===== src/rtl/fir_coef_sequencer.sv =====
// fir_coef_sequencer: time-multiplexed generator of windowless low-pass FIR
// coefficients hd[n] = sin(w_c*n)/(pi*n), hd[0] = w_c/pi, for n = -HALF..+HALF.
// A single external fpmul and a single external sine pipeline are shared by
// all taps. Coefficients leave as an indexed stream (coef_valid/coef_idx).
// The reset input is active-low and asynchronous despite its name.
// Optional feature macro: FIR_SEQ_SYMMETRY_EN computes only n = -HALF..0 and
// emits each negative-n coefficient a second time at its mirrored index.
module fir_coef_sequencer #(
  parameter int HALF     = 6,
  parameter int SINE_LAT = 4
) (
  input  logic        clk,
  input  logic        reset,
  input  logic        start,
  input  logic [31:0] w_c,
  output logic        busy,
  output logic        done,
  output logic        coef_valid,
  output logic [3:0]  coef_idx,
  output logic [31:0] coef_data,
  output logic [4:0]  err_flags,
  output logic [31:0] mul_a,
  output logic [31:0] mul_b,
  input  logic [31:0] mul_p,
  input  logic [4:0]  mul_flags,
  output logic [31:0] sin_arg,
  output logic        sin_en,
  input  logic [31:0] sin_res
);

  localparam logic [31:0]        ONE_OVER_PI = 32'h3EA2F983;
  localparam logic signed [3:0]  HALF_S      = 4'(HALF);
  localparam logic signed [3:0]  N_FIRST     = -HALF_S;
  localparam logic [7:0]         LAT_LAST    = 8'(SINE_LAT - 1);

  typedef enum logic [2:0] {
    IDLE,
    ARG,
    SIN,
    SCALE,
    CENTER,
    EMIT,
    MIRROR,
    DONE
  } state_t;

  state_t            state;
  logic signed [3:0] n;
  logic signed [3:0] n_inc;
  logic [31:0]       w_reg;
  logic [7:0]        lat_cnt;

  // Magnitude of the tap offset, used as the ROM address (1..6).
  function automatic logic [2:0] mag(input logic signed [3:0] v);
    return v[3] ? 3'(-v) : 3'(v);
  endfunction

  // float(n): the ROM stores -k; positive n flips the sign bit.
  function automatic logic [31:0] n_f_rom(input logic signed [3:0] v);
    logic [31:0] r;
    case (mag(v))
      3'd1:    r = 32'hBF800000;
      3'd2:    r = 32'hC0000000;
      3'd3:    r = 32'hC0400000;
      3'd4:    r = 32'hC0800000;
      3'd5:    r = 32'hC0A00000;
      3'd6:    r = 32'hC0C00000;
      default: r = 32'h00000000;
    endcase
    r[31] = r[31] ^ ~v[3];
    return r;
  endfunction

  // 1/(pi*n): the ROM stores 1/(pi*(-k)); positive n flips the sign bit.
  function automatic logic [31:0] hd_div_rom(input logic signed [3:0] v);
    logic [31:0] r;
    case (mag(v))
      3'd1:    r = 32'hBEA2F983;
      3'd2:    r = 32'hBE22F983;
      3'd3:    r = 32'hBDD94CAF;
      3'd4:    r = 32'hBDA2F983;
      3'd5:    r = 32'hBD826136;
      3'd6:    r = 32'hBD594CAF;
      default: r = 32'h00000000;
    endcase
    r[31] = r[31] ^ ~v[3];
    return r;
  endfunction

  // Next tap offset, shared by the EMIT and MIRROR advance paths.
  assign n_inc = n + 4'sd1;

  // Sequencer FSM; every output is registered and set on entry to the state
  // that owns it. The sin_arg register doubles as the argument register, the
  // mul_a register holds the sampled sine in SCALE, and coef_data is the
  // coefficient register.
  always_ff @(posedge clk or negedge reset) begin
    if (!reset) begin
      state      <= IDLE;
      n          <= '0;
      w_reg      <= '0;
      lat_cnt    <= '0;
      busy       <= 1'b0;
      done       <= 1'b0;
      coef_valid <= 1'b0;
      coef_idx   <= '0;
      coef_data  <= '0;
      err_flags  <= '0;
      mul_a      <= '0;
      mul_b      <= '0;
      sin_arg    <= '0;
      sin_en     <= 1'b0;
    end else begin
      coef_valid <= 1'b0;
      done       <= 1'b0;
      case (state)
        IDLE: begin
          if (start) begin
            w_reg     <= w_c;
            err_flags <= '0;
            n         <= N_FIRST;
            busy      <= 1'b1;
            mul_a     <= w_c;
            mul_b     <= n_f_rom(N_FIRST);
            state     <= ARG;
          end
        end
        ARG: begin
          err_flags <= err_flags | mul_flags;
          sin_arg   <= mul_p;
          sin_en    <= 1'b1;
          mul_a     <= '0;
          mul_b     <= '0;
          lat_cnt   <= '0;
          state     <= SIN;
        end
        SIN: begin
          if (lat_cnt == LAT_LAST) begin
            sin_arg <= '0;
            sin_en  <= 1'b0;
            mul_a   <= sin_res;
            mul_b   <= hd_div_rom(n);
            state   <= SCALE;
          end else begin
            lat_cnt <= lat_cnt + 8'd1;
          end
        end
        SCALE, CENTER: begin
          err_flags  <= err_flags | mul_flags;
          coef_data  <= mul_p;
          coef_valid <= 1'b1;
          coef_idx   <= $unsigned(n + HALF_S);
          mul_a      <= '0;
          mul_b      <= '0;
          state      <= EMIT;
        end
`ifdef FIR_SEQ_SYMMETRY_EN
        EMIT: begin
          if (n[3]) begin
            coef_valid <= 1'b1;
            coef_idx   <= $unsigned(HALF_S - n);
            state      <= MIRROR;
          end else begin
            done  <= 1'b1;
            state <= DONE;
          end
        end
        MIRROR: begin
          n     <= n_inc;
          mul_a <= w_reg;
          mul_b <= (n_inc == 4'sd0) ? ONE_OVER_PI : n_f_rom(n_inc);
          state <= (n_inc == 4'sd0) ? CENTER : ARG;
        end
`else
        EMIT: begin
          if (n == HALF_S) begin
            done  <= 1'b1;
            state <= DONE;
          end else begin
            n     <= n_inc;
            mul_a <= w_reg;
            mul_b <= (n_inc == 4'sd0) ? ONE_OVER_PI : n_f_rom(n_inc);
            state <= (n_inc == 4'sd0) ? CENTER : ARG;
          end
        end
`endif
        DONE: begin
          busy  <= 1'b0;
          state <= IDLE;
        end
        default: begin
          busy    <= 1'b0;
          sin_en  <= 1'b0;
          sin_arg <= '0;
          mul_a   <= '0;
          mul_b   <= '0;
          state   <= IDLE;
        end
      endcase
    end
  end

endmodule


===== config.mk =====
export PLATFORM = sky130hd
export DESIGN_NAME = fir_coef_sequencer
export DESIGN_NICKNAME = d
export VERILOG_FILES = /design/src/rtl/fir_coef_sequencer.sv
export SDC_FILE = /design/constraint.sdc
export NUM_CORES = 1
export LEC_CHECK = 0
export BUFFER_PORTS_ARGS = -buffer_cell sky130_fd_sc_hd__buf_2
export CORE_UTILIZATION = 55
export DETAILED_ROUTE_END_ITERATION = 6
export PLACE_DENSITY = 0.82
export SLEW_MARGIN = 5
export SYNTH_ARGS = -nofsm -noshare
export SYNTH_HDL_FRONTEND = slang
export SYNTH_SLANG_ARGS = --single-unit

===== constraint.sdc =====
create_clock -name clk -period 3.9 [get_ports clk]
set_input_delay 0.39 -clock clk [delete_from_list [all_inputs] [get_ports clk]]
set_output_delay 0.39 -clock clk [all_outputs]
set_load 0.01 [all_outputs]

[Word-level counts from Yosys, hierarchy flattened]
Cells that the tools add are included.
Word-level totals
  register bits after elaboration: 188
  input bits: 104
Cells by class
  add/subtract/negate cells: 5
  eq/ne operators: 24
  mux-type cells: 38
  bitwise operators: 8
  reduce and logical (&&, ||, !) cells: 17
Operators by type and width (count)
  2-to-1 mux 32 bit: 12
  one-hot mux 32 bit (6 select lines): 2
  one-hot mux 32 bit (4 select lines): 2
  one-hot mux 32 bit (3 select lines): 1
  equality test 3 bit (second input constant): 9
  equality test 3 x 2 -> 1 bit (second input constant): 6
  2-to-1 mux 3 bit: 6
  one-hot mux 8 bit (2 select lines): 1
  one-hot mux 3 bit (5 select lines): 1
  AND reduction 2 bit: 6
  one-hot mux 5 bit (2 select lines): 1
  OR reduction 5 bit: 2
  equality test 3 x 1 -> 1 bit (second input constant): 3
  adder 8 x 1 -> 8 bit (second input constant): 1
  equality test 8 x 2 -> 1 bit (second input constant): 1
  2-to-1 mux 4 bit: 2
  2-to-1 mux 8 bit: 1
  inequality test 2 bit (second input constant): 4
  one-hot mux 4 bit (2 select lines): 1
  negation 3 bit: 2
  nonzero test 2 bit: 3
  2-to-1 mux 1 bit: 5
  2-to-1 mux 5 bit: 1
  inverter 1 bit: 5
  13 further kinds: 14

[Depth between registers and ports, before layout]
  depth after elaboration: 11
  mapped depth: 11
  depth with buffers taken out: 8

[Worst setup path before layout]
Ideal clock, no wire load.
  kind: register -> register
  from: register n[0]
  to: register mul_b[31]
  library setup time: 0.124 ns
  arrival: 2.437 ns
  data required time: 3.776 ns
  setup slack: 1.339 ns
  cell stages (with the launch flop): 11
  cell sequence: dfrtp_1 -> clkbuf_1 -> inv_1 -> ha_1 -> clkbuf_1 -> mux2i_1 -> nor2_1 -> mux2i_1 -> xor2_1 -> a211oi_1 -> a211o_1
Between the ends
  word-level cells in the longest chain between the ends: 11
  elaborated cells on any way between the ends: 34
Ends and longest elaborated chain
  start, declared: line 48  | logic signed [3:0] n;
  start signal, assigned: line 180  | n <= n_inc;
  adder 4 x 2 -> 4 bit: line 91  | assign n_inc = n + 4'sd1;
  negation 3 bit: line 55  | return v[3] ? 3'(-v) : 3'(v);
  2-to-1 mux 3 bit: line 55
  equality test 3 bit, or another cell as far along: line 61  | case (mag(v))
  one-hot mux 32 bit (6 select lines): line 61
  2-to-1 mux 32 bit: line 176  | if (n == HALF_S) begin
  2-to-1 mux 32 bit: line 116  | case (state)
  bitwise XOR 1 bit: line 70  | r[31] = r[31] ^ ~v[3];
  2-to-1 mux 32 bit: line 182  | mul_b <= (n_inc == 4'sd0) ? ONE_OVER_PI : n_f_rom(n_inc);
  2-to-1 mux 32 bit: line 176
  one-hot mux 32 bit (4 select lines): line 116
  end signal, assigned: line 124  | mul_b <= n_f_rom(N_FIRST);
  end signal, assigned: line 142  | mul_b <= hd_div_rom(n);
  end signal, assigned: line 182
  end, declared: line 23  | output logic [31:0] mul_b,
Several ways; a longest one is shown, not always the timed one. The select of a mux whose other input is x is not followed.
A chain may end at the register's enable or synchronous reset.

[Worst setup path after layout]
  from: register n[0]
  to: register mul_a[16]
Between the ends
  word-level cells in the longest chain between the ends: 3
Ends and longest elaborated chain
  equality test 4 bit: line 176
  inequality test 2 bit (no source line)
  AND reduction 4 bit (no source line)
  end signal, assigned: line 123  | mul_a <= w_c;
  end signal, assigned: line 141  | mul_a <= sin_res;
  end signal, assigned: line 181  | mul_a <= w_reg;
  end, declared: line 22  | output logic [31:0] mul_a,
Every way passes these cells.

==> flow_summary.json <==
{
  "synth_seq_cells": 171,
  "worst_path_max_delay_cell": "o21ai_4",
  "antenna_found_initial": 0,
  "grt_pass1_vias": 5915,
  "p_leak_nw": 4.73,
  "wire_per_inst_um": 16.5,
  "yosys-top-cells-count": "dfrtp_1 (171), nor2_1 (70), mux2_2 (67)",
  "avgViaCountPerCell": 5.47,
  "clock-sinks": 171,
  "fin_cells": 1103,
  "cp_common_cell": "nor2_1",
  "row_count": 43,
  "worstSetupStartpoint": "n[0]",
  "holdWs_ns": -0.00305,
  "cp.required_ns": 4.18,
  "synth_area_per_cell_um2": 11.1,
  "htreeDepth": 4,
  "drive_above_1_share_pct": 39.2,
  "start_kind": "register",
  "synthArstFlopShare_pct": 100,
  "holdBufCountCts": 0,
  "regArea_mm2": 0.00428,
  "cts_resized": 0,
  "setup_viol": 0,
  "netlist_area_mm2": 0.00780,
  "dr_total_vias": 6028,
  "overflow": 0,
  "place.gp.congestion": 0.888,
  "cts_tree": "yes",
  "min_period_over_period_pct": 68.8,
  "endpoint_kind": "register",
  "portBuffers": 241,
  "slew_headroom_pct": 32.3,
  "total_power_mw": 8.66,
  "hpwl_um": 12500,
  "failed_checks": "hold timing",
  "grt.met3_usage_pct": 6.06,
  "synth_flop_cell": "dfrtp_1",
  "synth_top_cell_area_share_pct": 54.9,
  "slew_violations": 0,
  "synth_area_leaders": "dfrtp_1 (55%), mux2_2 (9.7%), mux2i_1 (4.7%), a22o_1 (3.8%), nor2_1 (3.4%)",
  "yosysTopAreaCell": "dfrtp_1",
  "multi_input_area_mm2": 0.00320,
  "placedCellCount": 1072,
  "setup_slack_ns": 1.22,
  "grt_util_met2_pct": 41.7,
  "yosysWarnings": 0,
  "p_per_area_mw_per_mm2": 899,
  "syn_to_final_growth_pct": 23.4,
  "ir_drop_mv": 0.482,
  "max_freq_mhz": 373,
  "period_needed_ns": 2.68,
  "die_h_um": 121,
  "die_w_um": 121,
  "synth_cells": 702,
  "drtIter0Drc": 344,
  "grt_pass1_wl_um": 29200,
  "final_hold_viol_count": 1,
  "grt_use_total_pct": 25.6,
  "io_pins": 245,
  "ys_seq_area_share_pct": 54.9,
  "path_clk_slew_ns": 0.06,
  "busiest_layer": "met2",
  "rsz0062_at_grt": "false",
  "drt-pass1-iter-count": 5,
  "max-clock-path-buffers": 2,
  "crit_type": "register to register",
  "antenna_left": 0,
  "synth_edf_count": 0,
  "grt_max_degree": 88,
  "outcome": "complete, but fails checks",
  "final.fill_count": 1086,
  "worst_pin_slew_ns": 1.01,
  "rrSetupSlack_ns": 1.22,
  "worstPathMaxFanout": 49,
  "clkLatencyLatePin_ns": 0.43,
  "critPathArrivalTime_ns": 2.96,
  "totalWireLength_um": 18300,
  "cts_buffers": 17,
  "grt_util_met1_pct": 32.5,
  "synth.most_common_cell": "dfrtp_1",
  "maxCapViolations": 0,
  "die_area_mm2": 0.0147,
  "cts_setup_buffers": 0,
  "tns_ns": 0,
  "clockRootBuffer": "clkbuf_16",
  "drc_errors": 0,
  "core_mm2": 0.0139,
  "fin_nets": 1023,
  "path_cells": "inv_1 > ha_1 > nand2_1 > nor2_1 > nor2_1 > o21ai_4 > buf_4 > o21ai_0",
  "skew_ns": 0.0147,
  "preCtsSetupSlack_ns": 1.25,
  "ys_types": 51,
  "reg2reg_from": "n[0]",
  "cpPeakStageDelay_ns": 0.75,
  "antenna_cells": 0,
  "start_util_pct": 56.2,
  "hp-class": "primary input to asynchronous set/reset pin"
}
-- report_power, final --
part / internal, mW / leakage (nW) / switching (mW) / total (mW)
Sequential: 2.56 / 2.12 / 0.528 / 3.09
Clock: 1.01 / 0.279 / 0.696 / 1.70
Combinational: 1.71 / 2.34 / 2.15 / 3.87
-- metal layers --
layer / vias up / wire length [um]
met2: 196 / 9140
met5: - / 0
li1: 2851 / -
met1: 2942 / 7860
met4: 0 / 457
met3: 39 / 796
-- final cells by class --
class / count / share of cell area (%)
tap: 180 / 2.34
inverter: 6 / 0.234
clock inverter: 13 / 1.75
multi-input combinational: 463 / 33.2
sequential: 171 / 44.5
timing repair buffer: 252 / 13.6
clock buffer: 18 / 4.46
-- cells by family (layout without fill, tap and decap cells) --
kind of cell / count (synthesis) / in the layout / synth area share [%]
simple gates: 172 / 172 / 9.86
flops: 171 / 171 / 54.9
compound gates: 160 / 160 / 13.2
mux: 104 / 104 / 14.4
buf+inv: 70 / 289 / 4.55
xor+xnor: 16 / 16 / 1.80
fa+ha+maj: 8 / 8 / 1.28
other cells: 1 / 3 / 0.0481
-- final timing paths --
path	cells after the start	endpoint
setup / recovery	8	mul_a[16]
hold / removal	1	coef_data[24]
setup reg to reg	8	mul_a[16]
hold reg to reg	1	sin_en
max in group asynchronous	2	mul_b[22]
min in group clk	3	err_flags[4]
-- stage by stage --
stage | utilization (%) | area [um^2]
6_report | 69.4 | 9630
3_5_place_dp | 65.1 | 9030
3_3_place_gp | 65.1 | 9030
4_1_cts | 69.4 | 9630
2_1_floorplan | - | 7810
5_1_grt | 69.4 | 9630
-- placed cells by master (no fill, tap or decap), drive strengths merged, types with 18 or more instances in the layout --
master,count
clkbuf,18
nor2,70
o21ai,48
mux2i,37
mux2,67
a21oi,49
buf,252
nand2,59
a22o,34
dfrtp,171
-- worst max-delay path, delay by kind of cell (launching register included) --
kind            cells  cell delay (ns)
buf+inv             2             0.71
fa+ha+maj           1             0.19
flops               1             0.37
compound gates      2             0.94
simple gates        3             0.31
Note: power is estimated with default switching activity, not from simulation.
